[src/rtl/companion_pkg.sv]
// rtl/companion_pkg.sv - shared animation codes, action codes and arbiter state enum
package companion_pkg;

    localparam logic [2:0] ANIM_NONE   = 3'd0;
    localparam logic [2:0] ANIM_FEED   = 3'd1;
    localparam logic [2:0] ANIM_PLAY   = 3'd2;
    localparam logic [2:0] ANIM_CLEAN  = 3'd3;
    localparam logic [2:0] ANIM_HUNGER = 3'd4;
    localparam logic [2:0] ANIM_HEALTH = 3'd5;

    localparam logic [1:0] ACT_NONE  = 2'b00;
    localparam logic [1:0] ACT_FEED  = 2'b01;
    localparam logic [1:0] ACT_PLAY  = 2'b10;
    localparam logic [1:0] ACT_CLEAN = 2'b11;

    typedef enum logic [1:0] {
        ST_IDLE,
        ST_PLAY,
        ST_DONE
    } state_t;

    function automatic logic [2:0] action_to_anim(input logic [1:0] act);
        case (act)
            ACT_FEED:  return ANIM_FEED;
            ACT_PLAY:  return ANIM_PLAY;
            ACT_CLEAN: return ANIM_CLEAN;
            default:   return ANIM_NONE;
        endcase
    endfunction

endpackage

[src/rtl/companion_anim_timer.sv]
// rtl/companion_anim_timer.sv - loadable down-counter timing one animation
module companion_anim_timer #(
    parameter int WIDTH = 8
) (
    input  logic             clk,
    input  logic             rst,
    input  logic             load,
    input  logic [WIDTH-1:0] load_value,
    input  logic             count,
    output logic             done
);

    logic [WIDTH-1:0] cnt;

    always_ff @(posedge clk) begin
        if (rst) begin
            cnt <= '0;
        end else if (load) begin
            cnt <= load_value;
        end else if (count && cnt != '0) begin
            cnt <= cnt - 1'b1;
        end
    end

    assign done = (cnt == '0);

endmodule

[src/rtl/companion_action_arbiter.sv]
// rtl/companion_action_arbiter.sv - arbitrates user actions and stat alerts into animations
// Alert latching is built only when COMPANION_ALERT_EN is defined.
module companion_action_arbiter
    import companion_pkg::*;
#(
    parameter int CLOCK_FREQ   = 125_000_000,
    parameter int ANIM_CYCLES  = CLOCK_FREQ / 2,
    parameter int ALERT_THRESH = 20
) (
    input  logic        clk,
    input  logic        rst,
    input  logic        exec,
    input  logic [1:0]  selected,
    input  logic [31:0] hunger,
    input  logic [31:0] health,
    output logic        anim_start,
    output logic [2:0]  anim_id,
    output logic        anim_busy,
    output logic        exec_status,
    output logic        alert_pending
);

    localparam int               CNT_W    = $clog2(ANIM_CYCLES);
    localparam logic [CNT_W-1:0] LOAD_VAL = CNT_W'(ANIM_CYCLES - 1);

    state_t     state, state_next;
    logic       exec_v;
    logic       slot_valid;
    logic [1:0] slot_sel;
    logic       user_req;
    logic [1:0] user_sel;
    logic       start;
    logic       win_user;
    logic [2:0] win_id;
    logic [2:0] anim_id_q;
    logic       cur_user;
    logic       timer_done;
    logic       health_pend;
    logic       hunger_pend;

    assign exec_v   = exec && (selected != ACT_NONE);
    // A latched request is older than one arriving now, so it is served first.
    assign user_req = slot_valid || exec_v;
    assign user_sel = slot_valid ? slot_sel : selected;

    always_ff @(posedge clk) begin
        if (rst) begin
            state <= ST_IDLE;
        end else begin
            state <= state_next;
        end
    end

    always_comb begin
        state_next  = state;
        start       = 1'b0;
        win_user    = 1'b0;
        win_id      = ANIM_NONE;
        anim_busy   = 1'b0;
        exec_status = 1'b0;
        case (state)
            ST_IDLE: begin
                if (!rst) begin
                    if (user_req) begin
                        start    = 1'b1;
                        win_user = 1'b1;
                        win_id   = action_to_anim(user_sel);
                    end else if (health_pend) begin
                        start  = 1'b1;
                        win_id = ANIM_HEALTH;
                    end else if (hunger_pend) begin
                        start  = 1'b1;
                        win_id = ANIM_HUNGER;
                    end
                end
                if (start) state_next = ST_PLAY;
            end
            ST_PLAY: begin
                anim_busy = 1'b1;
                if (timer_done) state_next = ST_DONE;
            end
            ST_DONE: begin
                exec_status = cur_user && !rst;
                state_next  = ST_IDLE;
            end
            default: state_next = ST_IDLE;
        endcase
    end

    assign anim_start = start;
    assign anim_id    = start ? win_id : anim_id_q;

    always_ff @(posedge clk) begin
        if (rst) begin
            anim_id_q  <= ANIM_NONE;
            cur_user   <= 1'b0;
            slot_valid <= 1'b0;
            slot_sel   <= ACT_NONE;
        end else begin
            if (start) begin
                anim_id_q <= win_id;
                cur_user  <= win_user;
            end
            if (state == ST_IDLE) begin
                // Slot drains here; a fresh exec only stays latched if the slot won this cycle.
                slot_valid <= slot_valid && exec_v;
                slot_sel   <= selected;
            end else if (exec_v && !slot_valid) begin
                slot_valid <= 1'b1;
                slot_sel   <= selected;
            end
        end
    end

    companion_anim_timer #(
        .WIDTH(CNT_W)
    ) u_timer (
        .clk       (clk),
        .rst       (rst),
        .load      (start),
        .load_value(LOAD_VAL),
        .count     (state == ST_PLAY),
        .done      (timer_done)
    );

`ifdef COMPANION_ALERT_EN
    localparam logic [31:0] THRESH = 32'(ALERT_THRESH);

    logic [31:0] prev_health, prev_hunger;
    logic        health_cross, hunger_cross;

    assign health_cross = (health < THRESH) && (prev_health >= THRESH);
    assign hunger_cross = (hunger < THRESH) && (prev_hunger >= THRESH);

    always_ff @(posedge clk) begin
        if (rst) begin
            prev_health <= THRESH;
            prev_hunger <= THRESH;
            health_pend <= 1'b0;
            hunger_pend <= 1'b0;
        end else begin
            prev_health <= health;
            prev_hunger <= hunger;
            health_pend <= health_cross || (health_pend && !(start && win_id == ANIM_HEALTH));
            hunger_pend <= hunger_cross || (hunger_pend && !(start && win_id == ANIM_HUNGER));
        end
    end

    assign alert_pending = health_pend || hunger_pend;
`else
    logic unused_stats;

    assign health_pend   = 1'b0;
    assign hunger_pend   = 1'b0;
    assign alert_pending = 1'b0;
    assign unused_stats  = ^{hunger, health, 32'(ALERT_THRESH)};
`endif

endmodule

[config.mk]
export PLATFORM = sky130hd
export DESIGN_NAME = companion_action_arbiter
export DESIGN_NICKNAME = d
export VERILOG_FILES = /design/src/rtl/companion_pkg.sv /design/src/rtl/companion_anim_timer.sv /design/src/rtl/companion_action_arbiter.sv
export SDC_FILE = /design/constraint.sdc
export NUM_CORES = 1
export LEC_CHECK = 0
export ABC_AREA = 1
export CAP_MARGIN = 20
export CORE_ASPECT_RATIO = 0.8
export CORE_MARGIN = 2
export CORE_UTILIZATION = 40
export DETAILED_ROUTE_END_ITERATION = 12
export GPL_TIMING_DRIVEN = 0
export PLACE_DENSITY = 0.81
export SLEW_MARGIN = 10
export SYNTH_ARGS = -nofsm -noshare
export SYNTH_HDL_FRONTEND = slang
export SYNTH_SLANG_ARGS = --single-unit
[constraint.sdc]
create_clock -name clk -period 1.5 [get_ports clk]
set_clock_uncertainty 0.2 [all_clocks]
set_input_delay 0.3 -clock clk [delete_from_list [all_inputs] [get_ports clk]]
set_output_delay 0.3 -clock clk [all_outputs]
set_load 0.01 [all_outputs]
==> flow_summary_export.csv, run 1 <==
group,metric,value,unit
run_status,status,"finished with violations",
run_status,failed_checks,"setup timing",
sta,drv_slew,0,
placed_design,globalplace.congestion,0.9359,
floorplan,ios,76,
setup_path,worstRegToRegCells,10,
sta,setup_viol,36,
floorplan,initial_util,42.48,%
floorplan,chipHeight,69.97,um
power_and_ir_drop,power.share.combinational,55.4,%
sta,timing.max_slew.rel_slack,47.43,%
synthesis,avgSynthCellArea,6.381,um2
clock_network,clockBufferDepth,2,
synthesis,synth.ff_latch_count,35,
placed_design,port_buffers,10,
global_routing,grt_pass1_wl,14570,um
min_path,critical_hold_path_startpoint,"selected[1]",
final_layout,layout_common_cells,"sky130_fd_sc_hd__nand2_1 (59), sky130_fd_sc_hd__buf_4 (51), sky130_fd_sc_hd__buf_6 (32)",
floorplan,coreArea,5122,um2
setup_path,worstPathBufferInverterCount,3,
routing,dr.pass1.iters,6,
setup_path,start_kind,"flip-flop",
power_and_ir_drop,clkPwrFrac,21.2,%
setup_path,slowest_stage,"sky130_fd_sc_hd__dfxtp_1",
routing,dr_total_vias,3298,
clock_network,cts_root_buffer_type,"sky130_fd_sc_hd__clkbuf_8",
global_routing,track_usage,31.85,%
final_layout,insertedDiodeCount,0,
final_layout,final_area,3994,um2
synthesis,syn-instance-count,341,
placed_design,postPlaceCellArea,2510,um2
setup_path,crit-reg2reg-capture,"u_timer.cnt[2]$_SDFFE_PP0P_",
clock_network,cts_max_level,2,
sta,peak_freq,445.9,MHz
setup_path,arrival,2.21,ns
clock_network,cts.clk_slew.worst_paths,0.08,ns
routing,drt_iter0_markers,619,
final_layout,layout.nets,508,
setup_path,critical_path.cell_chain,"nor2_1 > nand2_2 > nor2_4 > nand3_4 > nand2_8 > buf_12 > buf_8 > o21bai_1 > inv_1 > a21oi_2",
run,maxCapViolCount,0,
final_layout,final_common_cell,"sky130_fd_sc_hd__nand2_1",
clock_network,cts_tree,"done",
synthesis,seq_area_frac_synth,32.20,%
power_and_ir_drop,switching_power,2.213,mW
setup_path,critical_path.max_fanout,5,
global_routing,grt_pass1_vias,2820,
global_routing,grt.overflow.total,0,
setup_path,cp_slowest_stage_delay,0.40,ns
sta,post-route-min-period,2.243,ns
synthesis,synth_cell_type_count,31,
floorplan,rows,23,
setup_path,worst_r2r_startpoint,"u_timer.cnt[23]$_SDFFE_PP0P_",
synthesis,yosys_warnings,0,
sta,period_share,149.5,%
placed_design,dp_hpwl,3837,um
sta,finalHoldViolCount,0,
setup_path,crit_type,"reg -> reg",
floorplan,die_x,86.46,um
synthesis,synth.cell_area,2176,um2
power_and_ir_drop,pwr-share-seq,23.4,%
sta,rsz0062_at_grt,"true",
final_layout,layout-drive-gt1-share,61.87,%
sta,timing.hold.ws,0.1022,ns
clock_network,cts_made_buffers,5,
routing,routedWlPerCell,25.22,um
sta,timing_worst_slew_pin_value,0.7885,ns
synthesis,net_count_of_the_mapped_netlist,412,
power_and_ir_drop,p_leak,1.856,nW
sta,timing.final.ws_setup,-0.7429,ns
routing,drc,0,
global_routing,antenna_violations_before_repair,0,
min_path,holdCritPathClass,"in -> reg",
min_path,hold_path_depth,3,
power_and_ir_drop,cellInternalPower,2.852,mW
routing,detail_route.vias_per_cell,6.596,
clock_network,worstSkewPairLatency,0.32,ns
setup_path,endpoint_kind,"flip-flop",
routing,ant_nets,0,
power_and_ir_drop,power.ir.vdd_worst,0.8137,mV
setup_path,crit_family,"simple AND/OR/NAND/NOR gates",
min_path,min_to,"slot_sel[1]$_SDFFE_PP0P_",
setup_path,cp.required,1.47,ns
setup_path,rrSetupSlack,-0.74,ns
final_layout,area_growth_syn_to_layout,83.55,%
global_routing,pin_count_of_the_biggest_net_entering_global_routing,13,
power_and_ir_drop,power-per-cell-area,1268,nW/um2
power_and_ir_drop,switching_power_as_a_share_of_total_power,43.69,%
floorplan,floorplan.die_area,6049,um2
routing,finalWirelength,12610,um
clock_network,cts.sink_count,35,
-- power by group through the flow --
stage                     combinational (mW)  sequential (mW)  clock, mW
after global routing                    2.85             1.19       1.10
after CTS                               1.99             1.14       1.06
after global placement                  1.20             1.14          0
final                                   2.81             1.18       1.07
after detailed placement                1.23             1.14          0
after floorplan                         1.00             1.11          0
-- per-layer routing --
metal	vias up	routed length, um	share of wire (%)	GRT usage, %
met1	1464	4373	35	38.65
met5	-	0	0	0
met4	0	1350	11	18.06
met2	392	5258	42	51.54
met3	169	1626	13	6.974
li1	1273	-	-	-
-- how the worst max path moves through the flow --
| stage | slack, ns | cells after the start | from | end |
|---|---|---|---|---|
| after floorplan | -0.08 | 8 | selected[1] | anim_id[0] |
| after global placement | -1.15 | 10 | selected[1] | anim_id[2] |
| after detailed placement | -1.19 | 10 | selected[1] | anim_id[2] |
| after CTS | -0.54 | 10 | slot_valid$_SDFFE_PP0P_ | anim_id[1] |
| after global routing | -0.71 | 10 | u_timer.cnt[23]$_SDFFE_PP0P_ | u_timer.cnt[2]$_SDFFE_PP0P_ |
| final | -0.74 | 10 | u_timer.cnt[23]$_SDFFE_PP0P_ | u_timer.cnt[2]$_SDFFE_PP0P_ |
-- sequential cells by signal, summed over array words and instances, names as in the netlist --
name and count:
u_timer.cnt 26, anim_id_q 3, slot_sel 2, state 2
cur_user 1, slot_valid 1
-- worst register-to-register path: stages, from the launching register on --
cell                       delay (ns)
sky130_fd_sc_hd__dfxtp_1         0.40
sky130_fd_sc_hd__nor2_1          0.32
sky130_fd_sc_hd__nand2_2         0.13
sky130_fd_sc_hd__nor2_4          0.21
sky130_fd_sc_hd__nand3_4         0.16
sky130_fd_sc_hd__nand2_8         0.13
sky130_fd_sc_hd__buf_12          0.14
sky130_fd_sc_hd__buf_8           0.14
sky130_fd_sc_hd__o21bai_1        0.10
sky130_fd_sc_hd__inv_1           0.09
sky130_fd_sc_hd__a21oi_2         0.06
-- what timing repair did --
action | CTS | global route
gates cloned | 3 | 0
setup endpoints to repair | 37 | 35
pin swaps | 49 | 42
gates resized for setup | 154 | 96
hold buffers | 0 | 0
endpoints found under the hold margin | 0 | 0
setup buffers | 54 | 29
-- area by class of cell --
class / count / area (um2)
Fill cell: 238 / 1129
Sequential cell: 35 / 759.5
Clock buffer: 5 / 68.82
Timing Repair Buffer: 89 / 823.3
Inverter: 46 / 195.2
Clock inverter: 3 / 67.56
Multi-Input combinational cell: 251 / 1902
Tap cell: 62 / 77.57
Buffer: 9 / 100.1
-- cells by family after synthesis --
kind of cell	after synthesis	share of synthesized area [%]
and+or+nand+nor	204	42.32
buffers and inverters	55	10.93
DFF	35	32.20
AOI/OAI and AO/OA	33	8.798
xor gates and xnor gates	11	4.428
adders and majority gates	2	1.150
other	1	0.1723
-- metrics by stage --
step / worst slack (ns) / power, mW / TNS, ns / util (%) / instances
floorplan: -0.07867 / 2.116 / -0.9553 / - / 341
global placement: -1.147 / 2.342 / -22.19 / 49.00 / 413
detailed placement: -1.187 / 2.369 / -23.75 / 49.00 / 413
CTS: -0.5413 / 4.192 / -7.078 / 68.44 / 478
global route: -0.7122 / 5.142 / -19.67 / 77.97 / 500
finish: -0.7429 / 5.065 / -19.75 / 77.97 / 500
-- cell usage after synthesis (all sizes together) --
library cell	n	area [um2]
o21bai	7	52.55
clkbuf	1	3.750
clkinv	1	3.750
nand2	87	339.1
a22oi	2	15.01
a31oi	1	6.260
nand3	39	207.7
nand4	9	56.30
nor3	2	10.01
conb	1	3.750
o21ai	7	35.03
dfxtp	35	700.7
xor2	4	35.03
a211oi	1	7.510
or2	3	18.77
inv	45	168.9
nand3b	1	7.510
xnor2	7	61.31
buf	8	61.31
nor2	63	281.5
a21oi	15	75.07
ha	2	25.02
Power figures use the tool's default switching activity.
==> run 2: changes to the inputs <==
Settings changed: CELL_PAD_IN_SITES_DETAIL_PLACEMENT set to 0, CELL_PAD_IN_SITES_GLOBAL_PLACEMENT set to 1, CORE_UTILIZATION 40 to 28, PLACE_DENSITY 0.81 to 0.83.
==> flow_summary_export.csv, run 2 (same netlist as run 1, synthesis figures left out) <==
group,metric,value,unit
sta,timing.final.ws_setup,-0.5497,ns
global_routing,grt_pass1_wl,11680,um
setup_path,start_kind,"flip-flop",
placed_design,globalplace.congestion,0.8347,
run_status,status,"finished with violations",
placed_design,pre_cts_slack,-1.205,ns
final_layout,layout_common_cells,"sky130_fd_sc_hd__nand2_1 (49), sky130_fd_sc_hd__buf_4 (48), sky130_fd_sc_hd__inv_1 (31)",
placed_design,dp_hpwl,4209,um
sta,period_share,136.6,%
clock_network,clockBufferDepth,2,
sta,drv_slew,0,
setup_path,worstPathBufferInverterCount,5,
power_and_ir_drop,power-per-cell-area,1115,nW/um2
sta,setup_viol,34,
final_layout,insertedDiodeCount,0,
global_routing,track_usage,17.65,%
global_routing,grt.overflow.total,0,
sta,timing.max_slew.rel_slack,62.60,%
setup_path,cp_slowest_stage_delay,0.33,ns
setup_path,crit_family,"buffers and inverters",
placed_design,port_buffers,10,
final_layout,registers.top_by_ff_count,"u_timer.cnt",
setup_path,critical_path.max_fanout,4,
run_status,failed_checks,"setup timing",
final_layout,filler_cell_count,656,
routing,routedWlPerCell,15.41,um
final_layout,layout.nets,495,
floorplan,coreArea,7462,um2
floorplan,floorplan.die_area,8496,um2
setup_path,slowest_stage,"sky130_fd_sc_hd__dfxtp_2",
routing,dr_total_vias,2562,
final_layout,multiInputGateArea,1874,um2
global_routing,pin_count_of_the_biggest_net_entering_global_routing,12,
floorplan,ios,76,
setup_path,crit_type,"reg -> out",
clock_network,cts.clk_slew.worst_paths,0.08,ns
sta,timing_worst_slew_pin_value,0.5611,ns
clock_network,cts.sink_count,35,
clock_network,worstSkewPairLatency,0.31,ns
final_layout,layout-drive-gt1-share,60.94,%
floorplan,die_x,102.6,um
clock_network,cts_made_buffers,5,
routing,dr.pass1.iters,4,
final_layout,area_growth_syn_to_layout,79.41,%
floorplan,chipHeight,82.85,um
clock_network,ctsHoldBuffers,0,
routing,detail_route.vias_per_cell,4.834,
floorplan,rows,28,
sta,peak_freq,487.9,MHz
global_routing,antenna_violations_before_repair,0,
min_path,holdCritPathClass,"in -> reg",
routing,drc,0,
final_layout,regArea,774.5,um2
routing,drt_iter0_markers,132,
floorplan,initial_util,29.16,%
power_and_ir_drop,p_leak,1.785,nW
routing,finalWirelength,8168,um
setup_path,critical_path.cell_chain,"inv_2 > nand2_2 > nand2_2 > nor2_4 > buf_6 > buf_6 > or2_4 > inv_2 > a21oi_2 > buf_2",
routing,ant_nets,0,
sta,rsz0062_at_grt,"true",
placed_design,postPlaceCellArea,2564,um2
power_and_ir_drop,power.ir.vdd_worst,0.4784,mV
clock_network,cts_root_buffer_type,"sky130_fd_sc_hd__clkbuf_8",
run,maxCapViolCount,0,
final_layout,largest_register_ff_count,26,
clock_network,cts_max_level,2,
final_layout,top_registers,"u_timer.cnt: 26 flops, anim_id_q: 3 flops",
global_routing,grt_pass1_vias,2362,
final_layout,final_common_cell,"sky130_fd_sc_hd__nand2_1",
clock_network,cts_tree,"done",
sta,finalHoldViolCount,0,
setup_path,endpoint_kind,"output port",
final_layout,final_area,3904,um2
setup_path,cp.required,1.00,ns
setup_path,arrival,1.55,ns
sta,post-route-min-period,2.050,ns
-- run 2: changes by cell type in the layout (fill, tap and decap cells not counted), sizes merged --
cell           previous run  this run
bufinv                    2         1
buf                      96        80
clkbuf                    6         8
clkinv                    0         3
clkdlybuf4s15             0         1
clkinvlp                  1         0
inv                      46        45
-- run 2: repair_timing --
action,in CTS,in global routing
gates resized for setup,127,112
buffers inserted,42,22
endpoints found under the setup margin,37,35
pin swaps,32,47
cloned,4,0
-- run 2: worst paths after layout --
check	start	to	slack, ns	cells past startpoint
setup / recovery	slot_valid$_SDFFE_PP0P_	anim_id[1]	-0.55	10
hold / removal	rst	u_timer.cnt[5]$_SDFFE_PP0P_	0.07	4
setup reg to reg	u_timer.cnt[14]$_SDFFE_PP0P_	u_timer.cnt[24]$_SDFFE_PP0P_	-0.30	11
hold reg to reg	anim_id_q[2]$_SDFF_PP0_	anim_id_q[2]$_SDFF_PP0_	0.26	2
-- run 2: cell type report --
type	instances	share of cell area (%)
Multi-Input combinational cell	251	48.01
Sequential cell	35	19.84
Timing Repair Buffer	75	17.98
Inverter	46	5.000
Tap cell	105	3.365
Buffer	9	2.660
Clock buffer	6	2.115
Clock inverter	2	0.8974
Timing Repair inverter	1	0.1282
-- run 2: where the power goes --
part           switching, mW  internal (mW)
combinational           1.25           1.02
clock                  0.377          0.538
sequential             0.144           1.02
total                   1.77           2.58
-- run 2: layer usage --
metal / up-vias / global-route usage (%) / routed length [um]
met2: 61 / 26.74 / 4070
met5: - / 0 / 0
met3: 20 / 2.862 / 412
met1: 1236 / 24.90 / 3446
li1: 1245 / - / -
met4: 0 / 6.788 / 239
-- run 2: tightest hold or removal path, delay by kind of cell --
kind / cells / cell delay [ns]
buf+inv: 2 / 0.16
simple gates: 1 / 0.05
compound gates: 1 / 0.03
-- run 2: metrics by stage --
stage	hold WS (ns)	total power [mW]	instances	utilization [%]	TNS, ns
floorplan	0.2208	2.116	341	-	-0.9553
global placement	0.2423	2.379	456	34.36	-23.91
detailed placement	0.2414	2.390	456	34.36	-24.64
CTS	0.09707	3.800	509	45.02	-7.179
global route	0.08530	4.597	530	52.31	-10.93
finish	0.07132	4.351	530	52.31	-8.131
==> run 3: changes to the inputs <==
Settings changed: CAP_MARGIN 20 to 25.
==> results of run 3 <==
The final DEF is identical to that of run 2; final timing and power are the same.
